`src/rtl/seg7_scan_ctrl.sv`:
```
// Multiplexed seven-segment scan controller: cycles through NUM_DIGITS digits,
// inserting an all-off dead time before each digit, with double-buffered
// display data that only changes at frame boundaries.
module seg7_scan_ctrl #(
  parameter int NUM_DIGITS   = 4,
  parameter int PRESCALE     = 50000,
  parameter int BLANK_CYCLES = 16,
  parameter bit INVERT       = 1'b1,
  parameter bit AN_INVERT    = 1'b1
) (
  input  logic                    clk,
  input  logic                    rst,
  input  logic                    en,
  input  logic [4*NUM_DIGITS-1:0] value,
  input  logic                    load,
  input  logic [NUM_DIGITS-1:0]   blank_mask,
  input  logic [NUM_DIGITS-1:0]   dp,
  output logic [6:0]              seg,
  output logic                    dp_out,
  output logic [NUM_DIGITS-1:0]   an,
  output logic                    frame_done
);

  localparam int MAXC = (PRESCALE > BLANK_CYCLES) ? PRESCALE : BLANK_CYCLES;
  localparam int CW   = (MAXC > 1) ? $clog2(MAXC) : 1;
  localparam int IW   = (NUM_DIGITS > 1) ? $clog2(NUM_DIGITS) : 1;

  localparam logic [1:0] S_IDLE  = 2'd0;
  localparam logic [1:0] S_BLANK = 2'd1;
  localparam logic [1:0] S_DRIVE = 2'd2;
  // With no dead time the scan goes straight from one digit to the next.
  localparam logic [1:0] S_NEXT  = (BLANK_CYCLES > 0) ? S_BLANK : S_DRIVE;

  localparam logic [CW-1:0] DRIVE_LAST = CW'(PRESCALE - 1);
  localparam logic [CW-1:0] BLANK_LAST = CW'((BLANK_CYCLES > 0) ? BLANK_CYCLES - 1 : 0);
  localparam logic [IW-1:0] LAST_IDX   = IW'(NUM_DIGITS - 1);

  localparam logic [6:0]            SEG_OFF = {7{INVERT}};
  localparam logic [NUM_DIGITS-1:0] AN_OFF  = {NUM_DIGITS{AN_INVERT}};

  logic [1:0]              state;
  logic [IW-1:0]           idx;
  logic [CW-1:0]           cnt;
  logic [4*NUM_DIGITS-1:0] disp;
  logic [4*NUM_DIGITS-1:0] pend;
  logic                    pend_valid;

  logic                    wrap;
  logic [4*NUM_DIGITS-1:0] disp_shift;
  logic [NUM_DIGITS-1:0]   mask_shift;
  logic [NUM_DIGITS-1:0]   dp_shift;
  logic [NUM_DIGITS-1:0]   one_hot;
  logic [3:0]              nibble;
  logic [6:0]              pattern;

  // Current digit selection, frame-boundary detect and hex-to-segment decode.
  always_comb begin
    wrap       = en && (state == S_DRIVE) && (cnt == DRIVE_LAST) && (idx == LAST_IDX);
    disp_shift = disp >> {idx, 2'b00};
    mask_shift = blank_mask >> idx;
    dp_shift   = dp >> idx;
    one_hot    = NUM_DIGITS'(1) << idx;
    nibble     = disp_shift[3:0];
    pattern    = 7'h00;
    case (nibble)
      4'h0: pattern = 7'h3F;
      4'h1: pattern = 7'h06;
      4'h2: pattern = 7'h5B;
      4'h3: pattern = 7'h4F;
      4'h4: pattern = 7'h66;
      4'h5: pattern = 7'h6D;
      4'h6: pattern = 7'h7D;
      4'h7: pattern = 7'h07;
      4'h8: pattern = 7'h7F;
      4'h9: pattern = 7'h6F;
      4'hA: pattern = 7'h77;
      4'hB: pattern = 7'h7C;
      4'hC: pattern = 7'h39;
      4'hD: pattern = 7'h5E;
      4'hE: pattern = 7'h79;
      default: pattern = 7'h71;
    endcase
  end

  // Scan sequencer: dead time then drive time per digit, dropping to idle whenever disabled.
  always_ff @(posedge clk) begin
    if (rst || !en) begin
      state <= S_IDLE;
      idx   <= '0;
      cnt   <= '0;
    end else begin
      case (state)
        S_IDLE: begin
          state <= S_NEXT;
          idx   <= '0;
          cnt   <= '0;
        end
        S_BLANK: begin
          if (cnt == BLANK_LAST) begin
            state <= S_DRIVE;
            cnt   <= '0;
          end else begin
            cnt <= cnt + 1'b1;
          end
        end
        S_DRIVE: begin
          if (cnt == DRIVE_LAST) begin
            state <= S_NEXT;
            cnt   <= '0;
            idx   <= (idx == LAST_IDX) ? '0 : idx + 1'b1;
          end else begin
            cnt <= cnt + 1'b1;
          end
        end
        default: begin
          state <= S_IDLE;
          idx   <= '0;
          cnt   <= '0;
        end
      endcase
    end
  end

  // Double buffer: loads park in pending and move to the display only at a frame wrap.
  always_ff @(posedge clk) begin
    if (rst) begin
      disp       <= '0;
      pend       <= '0;
      pend_valid <= 1'b0;
    end else if (wrap) begin
      if (load) begin
        disp <= value;
      end else if (pend_valid) begin
        disp <= pend;
      end
      pend_valid <= 1'b0;
    end else if (load) begin
      pend       <= value;
      pend_valid <= 1'b1;
    end
  end

  // Registered outputs reflecting the sequencer state of the previous cycle.
  always_ff @(posedge clk) begin
    if (rst) begin
      seg        <= SEG_OFF;
      dp_out     <= INVERT;
      an         <= AN_OFF;
      frame_done <= 1'b0;
    end else begin
      frame_done <= wrap;
      if (state == S_DRIVE) begin
        an     <= one_hot ^ AN_OFF;
        dp_out <= dp_shift[0] ^ INVERT;
        seg    <= mask_shift[0] ? SEG_OFF : (pattern ^ SEG_OFF);
      end else begin
        an     <= AN_OFF;
        dp_out <= INVERT;
        seg    <= SEG_OFF;
      end
    end
  end

endmodule
```
`config.mk`:
```
export PLATFORM = sky130hd
export DESIGN_NAME = seg7_scan_ctrl
export DESIGN_NICKNAME = d
export VERILOG_FILES = /design/src/rtl/seg7_scan_ctrl.sv
export SDC_FILE = /design/constraint.sdc
export NUM_CORES = 1
export LEC_CHECK = 0
export ABC_AREA = 1
export CORE_ASPECT_RATIO = 0.5
export CORE_MARGIN = 4
export CORE_UTILIZATION = 56
export CTS_BUF_LIST = sky130_fd_sc_hd__clkbuf_4 sky130_fd_sc_hd__clkbuf_8 sky130_fd_sc_hd__clkbuf_16
export CTS_CLUSTER_DIAMETER = 50
export DETAILED_ROUTE_END_ITERATION = 10
export PLACE_DENSITY = 0.77
export SYNTH_ARGS = -nofsm -noshare
export SYNTH_HDL_FRONTEND = slang
export SYNTH_SLANG_ARGS = --single-unit
```
`constraint.sdc`:
```
create_clock -name clk -period 2.15 [get_ports clk]
set_input_delay 0.645 -clock clk [delete_from_list [all_inputs] [get_ports clk]]
set_output_delay 0.645 -clock clk [all_outputs]
set_load 0.1 [all_outputs]
```
# Word level (Yosys, flattened, before mapping)
# Memories as Yosys holds them, arrays and structs flattened.
# Cells that the tools add are included.
# Widths: inputs -> output; s select.
# totals
regBits	66
latchBits	0
mem_bits_rw	0
rom_bits	112
input_bits	28
output_inout_bits	13
wordCells	55
memories	1
# mem_list
name	depth	word_bits	rd	rd_ports_with_merged_regs	write_ports	line	source
(no name shown)	16	7	1	0	0	65	case (nibble)
# op_classes
add_sub_neg	2
n_mul	0
div	0
n_lt_le_gt_ge	0
eq_ne	7
n_shift	4
mux	11
bitwise_logic	6
n_reduce_logical	14
# ops
operator	n
$mux 16	4
$pmux 16 s2	1
$add 16x1->16 const B	1
$eq 16x16->1 const B	1
$eq 16x4->1 const B	1
$shr 16x4->4	1
$mux 2	4
$reduce_and 2->1	4
$shr 4x2->1	2
$not 7->7	1
$pmux 2 s3	1
$eq 2x2->1 const B	2
$not 1->1	4
$not 4->4	1
$pmux 2 s2	1
$reduce_or 2->1	2
$shl 1x2->4 const A	1
$logic_and 1x1->1	3
$reduce_or 3->1	1
$add 2x1->2 const B	1
$eq 2x1->1 const B	1
$logic_not 2->1	1
$ne 2x1->1 const B	1
$ne 2x2->1 const B	1
other kinds (3)	3

# Longest topological paths before layout
# Gate-level depths: netlist of the first run.
# logic_depth
word_depth	6
mapped_depth	13
mapped_depth_nobuf	11

# Worst setup path before layout of the first run
# OpenSTA, ideal clock, no wires.
# synth_path
path_type	register -> register
startpoint	reg idx[0]
endpoint	reg seg[3]
setup_ns	0.061
arrival_time_ns	1.867
required_ns	2.089
setup_slack_ns	0.222
stages_incl_launch_ff	13
n_path_buf	2
synth_period_minus_slack_ns	1.928
path_cell_list	dfxtp_1 > buf_2 > clkbuf_1 > nand2_1 > o21ai_0 > nand2_1 > nand2_1 > inv_1 > ha_1 > or2_2 > nand3_1 > nand2_1 > nand2_1
# synth_between
elab_chain_len	3
elab_cells_between_ends	5
classes_between	shift (2); bitwise (1); reduce/logical (1); memory (1)
# synth_lines
item	line	source
from (decl)	42	logic [IW-1:0] idx;
from (signal assigned)	110	idx <= (idx == LAST_IDX) ? '0 : idx + 1'b1;
$shr 16x4->4	59	disp_shift = disp >> {idx, 2'b00};
$mem_v2 16x7	-	
$not 7->7 (no line)	-	
to (signal assigned)	155	seg <= mask_shift[0] ? SEG_OFF : (pattern ^ SEG_OFF);
to (decl)	18	output logic [6:0] seg,
# Several ways; a longest one is shown, not always the timed one.
# A chain may end at the register's enable or synchronous reset.

# Final worst setup path of the first run
# layout_path
startpoint	reg idx[0]
endpoint	reg pend[13]
# layout_between
elab_chain_len	4
# layout_lines
item	line	source
$eq 2x2->1	58	wrap = en && (state == S_DRIVE) && (cnt == DRIVE_LAST) && (idx == LAST_IDX);
$logic_and 1x1->1	58	
$not 1->1 (no line)	-	
$reduce_and 2->1 (no line)	-	
to (signal assigned)	138	pend <= value;
to (decl)	45	logic [4*NUM_DIGITS-1:0] pend;
# Every way passes these cells.

==> flow_metrics.py, run 1 <==
metrics = {
    "routing": {
        "wire_per_inst_um": 11.9,
        "drtIter0Drc": 214,
        "num_vias": 3107,
        "wirelength_um": 7530,
        "drc": 0,
        "firstDrtPassIters": 4,
        "drtAntennaViolNets": 0,
        "via_per_inst": 4.92,
    },
    "synthesis": {
        "synth_top_area_cell": "dfxtp_1",
        "yosys-top-cells-area": "dfxtp_1, nand2_1, nor2_1",
        "ys_warn_count": 0,
        "postSynthNetCount": 544,
        "netlist_instances": 501,
        "synthAdderAreaFrac_pct": 5.46,
        "ys_seq_elements": 66,
        "syn_area_per_cell_sq_um": 6.86,
        "ys_seq_area_share_pct": 38.5,
        "synth_xor_area_share_pct": 2.55,
        "synth.area.mux_share_pct": 5.24,
        "synth_top_family_by_area": "simple AND/OR/NAND/NOR gates",
        "synthFlopType": "dfxtp_1",
        "synth-compound-area-share_pct": 3.02,
        "synth_edf_count": 0,
        "synth.most_common_cell": "nand2_1",
        "yosysTopAreaCellShare_pct": 38.5,
        "yosysUniqueCellTypes": 32,
        "async_reset_ff_share_pct": 0,
        "synthSimpleGateAreaFrac_pct": 36.2,
        "synth_common_cells": "nand2_1, nor2_1, dfxtp_1",
        "syn_area_sq_um": 3440,
    },
    "worst_setup_path": {
        "crit_chain": "ha_1 > inv_1 > nor3_2 > nand3_2 > buf_4 > nand3_1 > nand2_1 > nor2_1",
        "cp-start-kind": "flip-flop",
        "cpPeakStageDelay_ps": 590,
        "critPathKind": "flip-flop to flip-flop",
        "cp-end-kind": "flip-flop",
        "crit_arrival_ps": 2120,
        "crit_slowest_cell": "dfxtp_1",
        "crit_fanout": 15,
        "crit_family": "simple AND/OR/NAND/NOR gates",
        "critPathBufInv": 2,
        "crit_required_ps": 2410,
    },
    "sta": {
        "holdWs_ps": 446,
        "max_slew_margin_pct": 70.2,
        "min_period_over_period_pct": 86.6,
        "setup_tns_ps": 0,
        "slew_viol_final": 0,
        "rsz0062_at_grt": "false",
        "fin_skew_ps": 3.79,
        "finalSetupViolCount": 0,
        "fin_crit_ps": 1860,
        "fmax_ghz": 0.537,
        "finalHoldViolations": 0,
        "worstMarginPinSlew_ps": 444,
    },
    "finish": {
        "fin_area_sq_um": 4230,
        "antenna_cells": 0,
        "area_growth_pct": 23.2,
        "drive_gt1_share_pct": 13.3,
        "num-nets-final": 596,
    },
    "global_routing": {
        "antenna_found_initial": 0,
        "grt_pass1_wl_um": 12900,
        "grt_pass1_vias": 2812,
        "grt_max_degree": 34,
        "track_usage_pct": 21.3,
        "grt_overflow_total": 0,
    },
    "outcome": {
        "status": "finished clean",
    },
    "cts": {
        "post-cts-setup-buffers": 0,
        "clockBufferDepth": 2,
        "hold_buffers": 0,
        "cts-root-buf": "clkbuf_16",
        "cts_tree": "done",
        "cts_made_buffers": 9,
        "worstSkewPairLatency_ps": 330,
        "path_clk_slew_ps": 50,
        "ctsResizeCount": 0,
        "h-tree-depth": 3,
        "cts_sinks": 66,
    },
    "hold_path": {
        "hold_path_class": "flip-flop to flip-flop",
    },
    "placed_design": {
        "port_buffers": 40,
        "place_congestion": 0.867,
        "dpl_cell_area_sq_um": 3940,
        "hpwl_um": 5050,
    },
    "power": {
        "comb_power_share_pct": 7.3,
        "p_int_w": 0.00230,
        "power.switching_w": 0.000616,
        "p_leak_nw": 2.03,
        "powerDensity_nw_per_um2": 690,
        "power_frac_clock_pct": 49.5,
        "switching_share_pct": 21.1,
        "p_seq_share_pct": 43.2,
        "ir_drop_uv": 581,
    },
    "floorplanning": {
        "ioPinCount": 41,
        "die-area_sq_um": 7530,
        "die_h_um": 63.4,
        "rows": 19,
        "core-area_sq_um": 5710,
        "start_util_pct": 60.2,
        "die_w_um": 119,
    },
    "flow_run": {
        "drv_cap": 0,
    },
}
-- sequential cells by signal, indices dropped and copies added (netlist names) --
name,flops
idx,2
pend_valid,1
disp,16
an,4
frame_done,1
seg,7
dp_out,1
cnt,16
state,2
pend,16
-- power by group through the flow --
stage	clock, W	combinational, W	sequential [W]
2_1_floorplan	0	0.000129	0.00128
3_3_place_gp	0	0.000206	0.00129
3_5_place_dp	0	0.000208	0.00129
4_1_cts	0.00147	0.000212	0.00126
5_1_grt	0.00154	0.000236	0.00126
6_report	0.00145	0.000212	0.00126
-- cell usage in the layout, fill, tap and decap left out --
cell	synthesis	layout
clkbuf_16	0	9
clkinv_1	2	2
nand2_1	130	130
clkdlybuf4s50_1	0	27
nor2_1	113	113
mux2_2	16	16
xnor2_1	3	3
nand2_4	1	1
nor3_1	2	2
o21bai_1	3	3
a21oi_1	5	5
nand3_2	1	1
o21ai_0	7	7
clkbuf_4	0	4
buf_4	0	28
nor2_2	1	1
ha_1	15	15
nand4_2	1	1
nand3_1	44	44
inv_2	3	3
nand2_2	2	2
bufinv_16	0	1
buf_12	0	1
or2_2	2	2
clkinv_2	0	2
inv_1	54	54
dfxtp_1	66	66
xor2_1	7	7
nand4_1	3	3
nor3_2	1	1
o211ai_1	1	1
o22ai_1	1	1
and3_2	1	1
a21boi_1	1	1
-- per-stage QoR --
stage	cells	utilization (%)	total power, W	setup slack, ps
floorplan	501	-	0.00141	222
global placement	615	69.0	0.00149	82.5
detailed placement	615	69.0	0.00150	44.1
CTS	631	74.2	0.00294	302
global route	631	74.2	0.00304	35.7
finish	631	74.2	0.00292	289
-- logic make-up (layout without fill, tap and decap cells) --
family / after synthesis / after routing
adder cells (fa/ha/maj): 15 / 15
multiplexers: 16 / 16
AND/OR/NAND/NOR: 302 / 302
flip-flops: 66 / 66
AO/OA/AOI/OAI: 18 / 18
buffers and inverters: 74 / 131
XOR/XNOR: 10 / 10
-- area by class of cell --
cell class	instances	area (sq um)
Sequential cell	66	1320
Clock inverter	3	40.0
Tap cell	73	91.3
Fill cell	460	1470
Clock buffer	13	255
Timing Repair Buffer	56	500
Inverter	59	221
Multi-Input combinational cell	361	1800
-- path summary, 6_finish.rpt --
kind	slack, ps	start	end	depth (start not counted)
max	290	idx[0]$_SDFFE_PP0P_	pend[13]$_SDFFE_PP0P_	8
min	450	cnt[0]$_SDFF_PP0_	cnt[0]$_SDFF_PP0_	1
max reg2reg	290	idx[0]$_SDFFE_PP0P_	pend[13]$_SDFFE_PP0P_	8
min reg2reg	450	cnt[0]$_SDFF_PP0_	cnt[0]$_SDFF_PP0_	1
-- routing by layer --
layer | GRT usage [%] | wire length, um
met3 | 5.90 | 314
met1 | 27.9 | 3830
met4 | 6.93 | 70
met2 | 34.1 | 3320
met5 | 0 | 0
(Power assumes the default switching activity.)
==> inputs of run 2 (changes only) <==
- ABC_CLOCK_PERIOD_IN_PS: unset -> 2150
- CORE_MARGIN: 4 -> 8
==> flow_metrics.py, run 2 (synthesis results as in run 1) <==
metrics = {
    "power": {
        "switching_share_pct": 21.1,
        "comb_power_share_pct": 7.2,
        "p_int_w": 0.00230,
        "power_frac_clock_pct": 49.5,
        "power.switching_w": 0.000617,
        "ir_drop_uv": 490,
        "powerDensity_nw_per_um2": 689,
        "p_seq_share_pct": 43.2,
        "p_leak_nw": 2.03,
    },
    "finish": {
        "final_common_cell": "nand2_1",
        "fin_area_sq_um": 4240,
        "reg.largest.list": "cnt x16, disp x16, pend x16",
        "area_growth_pct": 23.3,
        "drive_gt1_share_pct": 13.3,
        "layout_common_cells": "nand2_1, nor2_1, dfxtp_1",
        "multi_input_area_sq_um": 1800,
        "antenna_cells": 0,
        "seq_area_sq_um": 1320,
        "num-nets-final": 596,
        "fillers": 497,
    },
    "global_routing": {
        "grt_overflow_total": 0,
        "track_usage_pct": 17.8,
        "grt_pass1_wl_um": 13100,
        "antenna_found_initial": 0,
        "grt_max_degree": 34,
        "grt_pass1_vias": 2904,
    },
    "worst_setup_path": {
        "cp-start-kind": "flip-flop",
        "critPathKind": "flip-flop to flip-flop",
        "crit_arrival_ps": 2180,
        "critPathBufInv": 2,
        "crit_family": "simple AND/OR/NAND/NOR gates",
        "crit_required_ps": 2430,
        "crit_chain": "ha_1 > inv_1 > nor3_2 > nand3_2 > buf_4 > nand3_1 > nand2_1 > nor2_1",
        "cp-end-kind": "flip-flop",
        "crit_fanout": 14,
        "crit_slowest_cell": "dfxtp_1",
        "cpPeakStageDelay_ps": 620,
    },
    "cts": {
        "hold_buffers": 0,
        "worstSkewPairLatency_ps": 340,
        "post-cts-setup-buffers": 0,
        "cts-root-buf": "clkbuf_16",
        "h-tree-depth": 3,
        "cts_made_buffers": 9,
        "cts_sinks": 66,
        "path_clk_slew_ps": 50,
        "clockBufferDepth": 2,
        "cts_tree": "done",
        "ctsResizeCount": 0,
    },
    "routing": {
        "via_per_inst": 4.84,
        "drtAntennaViolNets": 0,
        "firstDrtPassIters": 4,
        "num_vias": 3075,
        "wirelength_um": 7600,
        "drtIter0Drc": 285,
        "drc": 0,
        "wire_per_inst_um": 12.0,
    },
    "floorplanning": {
        "rows": 20,
        "die-area_sq_um": 9050,
        "ioPinCount": 41,
        "start_util_pct": 57.2,
        "die_h_um": 71.4,
        "die_w_um": 127,
        "core-area_sq_um": 6010,
    },
    "placed_design": {
        "port_buffers": 40,
        "place_congestion": 0.842,
        "hpwl_um": 5180,
        "dpl_cell_area_sq_um": 3940,
    },
    "outcome": {
        "status": "finished clean",
    },
    "sta": {
        "min_period_over_period_pct": 88.6,
        "worstMarginPinSlew_ps": 489,
        "finalSetupViolCount": 0,
        "rsz0062_at_grt": "false",
        "max_slew_margin_pct": 67.4,
        "setup_tns_ps": 0,
        "slew_viol_final": 0,
        "fin_skew_ps": 6.10,
        "fmax_ghz": 0.525,
        "finalHoldViolations": 0,
        "fin_crit_ps": 1910,
    },
    "hold_path": {
        "hold_path_class": "flip-flop to flip-flop",
    },
    "flow_run": {
        "drv_cap": 0,
    },
}
==> run 2: cell counts in the layout (fill, tap and decap cells not counted) <==
Identical to the previous run, type by type.
==> run 2: layout make-up <==
type | count | area share [%]
clock buffers | 13 | 6.02
clock inverters | 3 | 0.945
inverters | 59 | 5.23
multi-input cells | 361 | 42.5
repair buffers | 56 | 11.8
flip-flops and latches | 66 | 31.2
well taps | 77 | 2.27
==> run 2: path summary, 6_finish.rpt <==
kind                       startpoint  slack (ps)  cells after the start                    to
setup / recovery  idx[0]$_SDFFE_PP0P_         240                      8  pend[9]$_SDFFE_PP0P_
hold / removal      cnt[0]$_SDFF_PP0_         450                      1     cnt[0]$_SDFF_PP0_
hold reg to reg     cnt[0]$_SDFF_PP0_         450                      1     cnt[0]$_SDFF_PP0_
setup reg to reg  idx[0]$_SDFFE_PP0P_         240                      8  pend[9]$_SDFFE_PP0P_
==> run 2: power by group through the flow <==
stage	combinational, W	clock [W]	sequential (W)
after global routing	0.000235	0.00155	0.00126
after global placement	0.000205	0	0.00129
after floorplan	0.000129	0	0.00128
after detailed placement	0.000208	0	0.00129
final	0.000211	0.00145	0.00126
after CTS	0.000211	0.00148	0.00126
==> run 2: through the flow <==
stage               worst slack (ps)  util [%]  instances  hold slack (ps)  power [W]
global placement                96.2      65.6        619              427    0.00149
detailed placement              53.8      65.6        619              440    0.00149
global route                    41.6      70.6        635              482    0.00304
floorplan                        222         -        501              418    0.00141
finish                           244      70.6        635              446    0.00292
CTS                              245      70.6        635              453    0.00295
==> run 2: layer usage <==
layer	routed length [um]	share of wire (%)	GRT usage, %
met2	3370	44	27.5
met5	0	0	0
met3	320	4.2	5.03
met4	160	2.1	9.67
met1	3740	49	22.3
==> inputs of run 3 (changes only) <==
- ABC_CLOCK_PERIOD_IN_PS: 2150 -> 2100
- SKIP_LAST_GASP: unset -> 1
- clock period: 2.15 -> 2.1 ns (I/O delays scaled with it)
==> flow_metrics.py, run 3 (synthesis results as in run 1) <==
metrics = {
    "outcome": {
        "status": "finished clean",
    },
    "placed_design": {
        "hpwl_um": 5280,
        "port_buffers": 40,
        "place_congestion": 0.862,
        "place_ws_ps": 34.6,
    },
    "cts": {
        "hold_buffers": 0,
        "post-cts-setup-buffers": 0,
        "cts_made_buffers": 9,
        "ctsResizeCount": 0,
        "cts_tree": "done",
        "worstSkewPairLatency_ps": 330,
        "path_clk_slew_ps": 50,
        "clockBufferDepth": 2,
        "h-tree-depth": 3,
        "cts-root-buf": "clkbuf_16",
        "cts_sinks": 66,
    },
    "floorplanning": {
        "core-area_sq_um": 6010,
        "rows": 20,
        "die_h_um": 71.4,
        "die_w_um": 127,
        "ioPinCount": 41,
        "die-area_sq_um": 9050,
        "start_util_pct": 57.2,
    },
    "sta": {
        "max_slew_margin_pct": 72.0,
        "setup_ws_ps": 303,
        "fmax_ghz": 0.557,
        "fin_crit_ps": 1800,
        "finalSetupViolCount": 0,
        "min_period_over_period_pct": 85.6,
        "rsz0062_at_grt": "false",
        "fin_skew_ps": 3.45,
        "finalHoldViolations": 0,
        "worstMarginPinSlew_ps": 416,
        "slew_viol_final": 0,
        "setup_tns_ps": 0,
    },
    "routing": {
        "drtAntennaViolNets": 0,
        "via_per_inst": 4.87,
        "wire_per_inst_um": 11.9,
        "wirelength_um": 7580,
        "drc": 0,
        "num_vias": 3104,
        "firstDrtPassIters": 5,
        "drtIter0Drc": 227,
    },
    "worst_setup_path": {
        "cpPeakStageDelay_ps": 350,
        "crit_fanout": 10,
        "crit_family": "simple AND/OR/NAND/NOR gates",
        "cp-start-kind": "flip-flop",
        "crit_slowest_cell": "dfxtp_1",
        "crit_required_ps": 2360,
        "crit_chain": "ha_1 > nand3_1 > nor2_1 > nand3_2 > buf_4 > nand3_1 > nand2_1 > nor2_1",
        "crit_arrival_ps": 2060,
        "critPathKind": "flip-flop to flip-flop",
        "critPathBufInv": 1,
        "cp-end-kind": "flip-flop",
    },
    "global_routing": {
        "grt_pass1_vias": 2870,
        "grt_overflow_total": 0,
        "grt_max_degree": 34,
        "track_usage_pct": 17.9,
        "grt_pass1_wl_um": 13200,
        "antenna_found_initial": 0,
    },
    "finish": {
        "antenna_cells": 0,
        "multi_input_area_sq_um": 1800,
        "postLayoutCoreUtil_pct": 72.9,
        "reg.largest.list": "cnt x16, disp x16, pend x16",
        "final_common_cell": "nand2_1",
        "seq_area_sq_um": 1320,
        "layout_common_cells": "nand2_1, nor2_1, dfxtp_1",
        "fillers": 470,
        "area_growth_pct": 27.3,
        "num-nets-final": 599,
        "drive_gt1_share_pct": 13.7,
    },
    "power": {
        "power_frac_clock_pct": 50.4,
        "switching_share_pct": 20.8,
        "ir_drop_uv": 556,
        "p_int_w": 0.00241,
        "p_leak_nw": 2.10,
        "comb_power_share_pct": 7.2,
        "power.switching_w": 0.000632,
        "p_seq_share_pct": 42.4,
        "powerDensity_nw_per_um2": 696,
    },
    "hold_path": {
        "hold_path_class": "flip-flop to flip-flop",
    },
    "flow_run": {
        "drv_cap": 0,
    },
}
-- run 3: cell count changes in the layout (fill, tap and decap cells not counted) --
cell      change
buf_12        +8
clkinv_2      -1
buf_4         -5
clkbuf_8      +2
clkbuf_4      -1
-- run 3: per-layer routing --
| metal | vias up | part of all wire [%] | GRT usage, % |
|---|---|---|---|
| li1 | 1651 | - | - |
| met1 | 1371 | 49 | 22.0 |
| met2 | 78 | 46 | 28.6 |
| met3 | 4 | 5.0 | 6.14 |
| met4 | 0 | 0.57 | 6.01 |
| met5 | - | 0 | 0 |
-- run 3: final timing paths --
path | startpoint | end | slack [ps] | depth (start not counted)
worst max register to register | cnt[0]$_SDFF_PP0_ | pend[9]$_SDFFE_PP0P_ | 300 | 8
worst max-delay path | cnt[0]$_SDFF_PP0_ | pend[9]$_SDFFE_PP0P_ | 300 | 8
worst min-delay path | cnt[0]$_SDFF_PP0_ | cnt[0]$_SDFF_PP0_ | 450 | 1
worst min register to register | cnt[0]$_SDFF_PP0_ | cnt[0]$_SDFF_PP0_ | 450 | 1
-- run 3: per-stage QoR --
| stage | instances | total power, W | hold slack [ps] | cell area [sq um] |
|---|---|---|---|---|
| after CTS | 638 | 0.00307 | 456 | 4380 |
| after detailed placement | 622 | 0.00153 | 447 | 4070 |
| after global routing | 638 | 0.00315 | 470 | 4380 |
| final | 638 | 0.00305 | 451 | 4380 |
| after global placement | 622 | 0.00153 | 429 | 4070 |
| after floorplan | 501 | 0.00145 | 418 | 3440 |
-- run 3: cell type report --
| class | count | share of cell area, % |
|---|---|---|
| clock buffers | 14 | 6.29 |
| well taps | 77 | 2.20 |
| repair buffers | 59 | 14.2 |
| multi-input cells | 361 | 41.2 |
| clock inverters | 2 | 0.801 |
| inverters | 59 | 5.06 |
| flip-flops and latches | 66 | 30.2 |
-- run 3: power by group through the flow --
| stage | registers (W) | clock network (W) | logic [W] |
|---|---|---|---|
| after global placement | 0.00132 | 0 | 0.000213 |
| final | 0.00129 | 0.00154 | 0.000219 |
| after detailed placement | 0.00132 | 0 | 0.000216 |
| after floorplan | 0.00131 | 0 | 0.000132 |
| after global routing | 0.00129 | 0.00162 | 0.000243 |
| after CTS | 0.00129 | 0.00156 | 0.000219 |
==> edit 1: new RTL, settings of run 2 <==
Set the parameter `PRESCALE` to 200000 (it was 50000).
--- a/src/rtl/seg7_scan_ctrl.sv
+++ b/src/rtl/seg7_scan_ctrl.sv
@@ -5,3 +5,3 @@
   parameter int NUM_DIGITS   = 4,
-  parameter int PRESCALE     = 50000,
+  parameter int PRESCALE     = 200000,
   parameter int BLANK_CYCLES = 16,
Behaviour: no difference found for any inputs over 10 cycles, from zero or initial values and one cycle with rst high; that may be too few to reach the edited logic, so the function may still have changed.
==> edit 1 against run 2 <==
Final area increased by 6.1%; setup slack better by 61 ps; wire length up 7.1%; clock skew rose by 2.0 ps; power fell by 3.6%; non-clock buffer count fell by 4; synthesized area increased by 9.7%; critical path type unchanged; via count grew 9.9%; largest power group is now sequential cells; sequential cell count increased by 2; sequential share of layout area down 0.91 points.
==> edit 1: results (changes against run 2) <==
| Metric | Value |
|---|---|
| Dpl hpwl | `5.733 mm (was 5.176 mm)` |
| Routed wire per std cell | `11.85 um (was 11.96 um)` |
| Crit path largest cell delay | `390 ps (was 620 ps)` |
| Synth area leaders | `dfxtp_1, nand2_1, nor2_1 (unchanged)` |
| M3 GR Usage | `5.189% (was 5.033%)` |
| Final instance area | `4498 um2 (was 4238 um2)` |
| Layout cell share with drive strength beyond 1 | `11.28% (was 13.26%)` |
| DR WL met3 | `339 um (was 320 um)` |
| Top Metal Used | `met4 (unchanged)` |
| First-pass GRT wire length | `14.46 mm (was 13.07 mm)` |
| GPL Wtd Cong | `0.8462 (was 0.8422)` |
| Sequential share of cell area | `30.26% (was 31.18%)` |
| Worst slew pin tran | `554.2 ps (was 489.0 ps)` |
| NonClk Buf Share | `10.63% (was 11.81%)` |
| Regs by FF count | `cnt x18, disp x16, pend x16 (was cnt x16, disp x16, pend x16)` |
| Drt first pass iters | `5 (was 4)` |
| Vias post-DR | `3378 (was 3075)` |
| Status | `complete, no violations (unchanged)` |
| Clock network area share | `5.647% (was 6.968%)` |
| Pin count of the biggest net entering global routing | `48 (was 34)` |
| # clock sinks | `68 (was 66)` |
| Bufs w/o clock | `52 (was 56)` |
| Core box area | `6595 um2 (was 6006 um2)` |
| Synth warn | `0 (unchanged)` |
| Worst VDD drop | `0.3924 mV (was 0.4896 mV)` |
| Final setup margin | `305.2 ps (was 244.5 ps)` |
| Met2 Usage GRT | `29.48% (was 27.47%)` |
| Routed vias/inst | `4.924 (was 4.843)` |
| Placed Area | `4244 um2 (was 3943 um2)` |
| Critical path's slowest cell | `dfxtp_1 (unchanged)` |
| Total GRT Usage | `18.07% (was 17.82%)` |
| M1 WL | `3.952 mm (was 3.744 mm)` |
| Pleak | `2.059 nW (was 2.030 nW)` |
| Worst-path fanout max | `11 (was 14)` |
| R2r endpoint | `seg[3]$_SDFF_PP1_ (was pend[9]$_SDFFE_PP0P_)` |
| Dpl ws | `15.10 ps (was 53.76 ps)` |
| Multi-input gate count | `378 (was 361)` |
| Vias in the first global route | `3223 (was 2904)` |
| Fraction of area in multi-input gates | `43.89% (was 42.55%)` |
| Mapped Nets | `592 (was 544)` |
| WL met2 | `3.671 mm (was 3.370 mm)` |
| Clk_buf instances | `12 (was 13)` |
| GR peak layer | `met2 (unchanged)` |
| Worst reg2reg path depth | `10 (was 8)` |
| NumNets Final | `634 (was 596)` |
| Inst Count DP | `674 (was 619)` |
| Post-synth top cells | `nand2_1, nor2_1, inv_1 (was nand2_1, nor2_1, dfxtp_1)` |
| Sequential area share after synthesis | `36.12% (was 38.46%)` |
| TritonCTS Buffers | `9 (unchanged)` |
| M1 GR Usage | `22.22% (was 22.26%)` |
| Inverter count | `84 (was 59)` |
| CTS H-tree depth | `3 (unchanged)` |
| Fillers | `592 (was 497)` |
| Worst endpoint data arrival time | `2040 ps (was 2180 ps)` |
| Final setup skew | `8.140 ps (was 6.099 ps)` |
| Iter 0 DRT Violations | `256 (was 285)` |
| Hold Slack | `461.7 ps (was 445.6 ps)` |
-- edit 1: cell types whose count changed after synthesis, moves of 11 or more --
| cell | change |
|---|---|
| inv_1 | +21 |
| nand4_1 | +19 |
| mux2_2 | -16 |
| nand2_2 | +11 |
| mux2i_1 | +16 |
| nor2_1 | -23 |
| a21oi_1 | +17 |
-- edit 1: kinds of logic (layout without fill, tap and decap cells) --
logic type / after synthesis / count (layout) / share of synthesized area (%)
simple gates: 301 / 301 / 36.02
buf+inv: 105 / 148 / 11.49
flops: 68 / 68 / 36.12
compound gates: 38 / 38 / 5.478
mux: 16 / 16 / 4.250
fa+ha+maj: 13 / 13 / 4.316
xor+xnor: 10 / 10 / 2.324
-- edit 1: report_power, final --
part | switching [W] | leakage (nW) | total, W | internal [W]
Clock | 0.000480 | 0.127 | 0.00129 | 0.000810
Sequential | 0.0000124 | 0.553 | 0.00130 | 0.00129
Combinational | 0.000115 | 1.38 | 0.000226 | 0.000111
==> edit 2: new RTL, config.mk and constraints of run 2 <==
Made on the original files. Register the output `an` once more, cleared by the reset; this adds one clock of latency there. The other outputs are not delayed to match.
--- a/src/rtl/seg7_scan_ctrl.sv
+++ b/src/rtl/seg7_scan_ctrl.sv
@@ -39,2 +39,4 @@
   localparam logic [NUM_DIGITS-1:0] AN_OFF  = {NUM_DIGITS{AN_INVERT}};
+
+  logic [NUM_DIGITS-1:0] an_s0;
 
@@ -147,3 +149,3 @@
       dp_out     <= INVERT;
-      an         <= AN_OFF;
+      an_s0      <= AN_OFF;
       frame_done <= 1'b0;
@@ -152,3 +154,3 @@
       if (state == S_DRIVE) begin
-        an     <= one_hot ^ AN_OFF;
+        an_s0  <= one_hot ^ AN_OFF;
         dp_out <= dp_shift[0] ^ INVERT;
@@ -156,3 +158,3 @@
       end else begin
-        an     <= AN_OFF;
+        an_s0  <= AN_OFF;
         dp_out <= INVERT;
@@ -163,2 +165,10 @@
 
+  always_ff @(posedge clk) begin
+    if (rst) begin
+      an <= '0;
+    end else begin
+      an <= an_s0;
+    end
+  end
+
 endmodule
Function: changed (a bounded check fails within 4 cycles, from zero or initial values and one cycle with rst high).
==> edit 2 against run 2 <==
Synthesized area rose by 6.2%; first-iteration DRC count fell by 32%; non-clock buffer count fell by 1; clock skew fell by 0.75 ps; wire length rose by 0.43%; power rose by 6.2%; final area rose by 5.3%; setup slack got worse by 63 ps; sequential cell count rose by 4; global-route usage fell by 0.81 points; via count rose by 0.23%; critical endpoint is now seg[3]$_SDFF_PP1_; largest cell class unchanged; largest power group unchanged.
==> edit 2: results (changes against run 2) <==
| Metric | Value |
|---|---|
| Clk root buf | `clkbuf_16 (unchanged)` |
| Dpl hpwl | `5.314 mm (was 5.176 mm)` |
| FFs w/ async S/R, synth | `0% (unchanged)` |
| Mapped Nets | `540 (was 544)` |
| NumNets Final | `589 (was 596)` |
| Post-CTS sizing | `0 (unchanged)` |
| Post-synth top cells | `nand2_1, nor2_1, dfxtp_1 (unchanged)` |
| Antenna violations before repair | `0 (unchanged)` |
| RR Startpoint | `idx[0]$_SDFFE_PP0P_ (unchanged)` |
| Int Pwr | `0.002435 W (was 0.002304 W)` |
| Setup Crit Path Kind | `reg2reg (unchanged)` |
| Final setup skew | `5.353 ps (was 6.099 ps)` |
| Pleak | `1.999 nW (was 2.030 nW)` |
| Synth area leaders | `dfxtp_1, nand2_1, nor2_1 (unchanged)` |
| Total GRT Usage | `17.01% (was 17.82%)` |
| Max clock buf depth | `2 (unchanged)` |
| Worst slew pin tran | `518.2 ps (was 489.0 ps)` |
| Dominant synthesized flop cell | `dfxtp_1 (unchanged)` |
| Worst skew pair latency | `330 ps` |
| Routed wire per std cell | `11.94 um (was 11.96 um)` |
| Worst min-delay path category | `reg2reg (unchanged)` |
| Vias in the first global route | `2869 (was 2904)` |
| Placed Area | `4153 um2 (was 3943 um2)` |
| Worst endpoint data arrival time | `2240 ps (was 2180 ps)` |
| Drt first pass iters | `4 (unchanged)` |
| Hold path start | `an_s0[0]$_SDFF_PP1_ (was cnt[0]$_SDFF_PP0_)` |
| Routed vias/inst | `4.823 (was 4.843)` |
| Sequential area share after synthesis | `38.41% (was 38.46%)` |
| Postcts setup bufs | `0 (unchanged)` |
| TritonCTS Buffers | `9 (unchanged)` |
| Status | `complete, no violations (unchanged)` |
| Worst-path fanout max | `15 (was 14)` |
| GPL Wtd Cong | `0.7690 (was 0.8422)` |
| Clock-pin slew on the worst setup and hold paths | `50 ps (about the same)` |
| Fillers | `508 (was 497)` |
| ANT nets after route | `0 (unchanged)` |
| # diodes | `0 (unchanged)` |
| Layout cell share with drive strength beyond 1 | `18.33% (was 13.26%)` |
| Pin count of the biggest net entering global routing | `34 (unchanged)` |
| Synth warn | `0 (unchanged)` |
| Worst VDD drop | `0.5682 mV (was 0.4896 mV)` |
| I/O Buffers | `40 (unchanged)` |
| First-pass GRT wire length | `12.85 mm (was 13.07 mm)` |
| Iter 0 DRT Violations | `193 (was 285)` |
| Regs by FF count | `cnt x16, disp x16, pend x16 (unchanged)` |
| Post-synth cell types | `37 (was 32)` |
| CTS H-tree depth | `3 (unchanged)` |
-- edit 2: changes by cell type in the layout (fill, tap and decap cells not counted), moves of 3 or more --
| cell | delta |
|---|---|
| dfxtp_1 | +4 |
| inv_1 | -11 |
| nand2_1 | -5 |
| nand2_2 | +4 |
| nand3_1 | -17 |
| nand3b_1 | +16 |
| nor2_1 | -20 |
| nor2_2 | +21 |
| nor2_4 | +3 |
-- edit 2: cell families (layout without fill, tap and decap cells) --
logic type,count (synthesis),in the layout,share of synthesized area [%]
simple gates,304,304,38.17
xor+xnor,10,10,2.401
compound gates,19,19,3.086
buf+inv,63,117,7.853
flops,70,70,38.41
fa+ha+maj,15,15,5.144
mux,16,16,4.938
-- edit 2: layout make-up --
cell class                 instances  area share (%)
clock buffer                      13           5.999
sequential                        70           31.40
clock inverter                     3          0.9532
multi-input combinational        364           43.93
inverter                          46           3.925
timing repair buffer              55           11.33
tap                               88           2.467
-- edit 2: worst paths after layout --
check,endpoint,slack [ps],cells past startpoint
worst max-delay path,seg[3]$_SDFF_PP1_,180,8
worst min-delay path,an[0]$_SDFF_PP0_,400,2
worst max register to register,seg[3]$_SDFF_PP1_,180,8
worst min register to register,an[0]$_SDFF_PP0_,400,2
-- edit 2: power groups by stage --
stage	registers, W	clock network (W)	logic (W)
4_1_cts	0.00134	0.00153	0.000258
3_3_place_gp	0.00137	0	0.000254
6_report	0.00134	0.00150	0.000257
3_5_place_dp	0.00137	0	0.000255
2_1_floorplan	0.00140	0	0.000143
5_1_grt	0.00135	0.00159	0.000282
-- edit 2: layer usage --
metal,routed length (um),global-route usage [%]
met3,354,5.029
met5,0,0
met1,3699,20.81
met2,3538,27.88
met4,36,5.995
-- edit 2: stage by stage --
step	setup slack [ps]	power [W]	cells	util (%)
after global placement	142.1	0.001624	623	67.19
after CTS	169.1	0.003131	639	72.21
final	181.1	0.003102	639	72.21
after floorplan	308.9	0.001539	497	-
after detailed placement	132.8	0.001627	623	67.19
after global routing	6.410	0.003217	639	72.21
-- edit 2: critical path, stage by stage, from the launching register on --
cell and delay, ps:
dfxtp_1 640, a21oi_1 120, o21ai_0 110, nand2_1 220
ha_1 340, or2_2 310, nand3_1 70, nand2_1 50
nand2_1 50
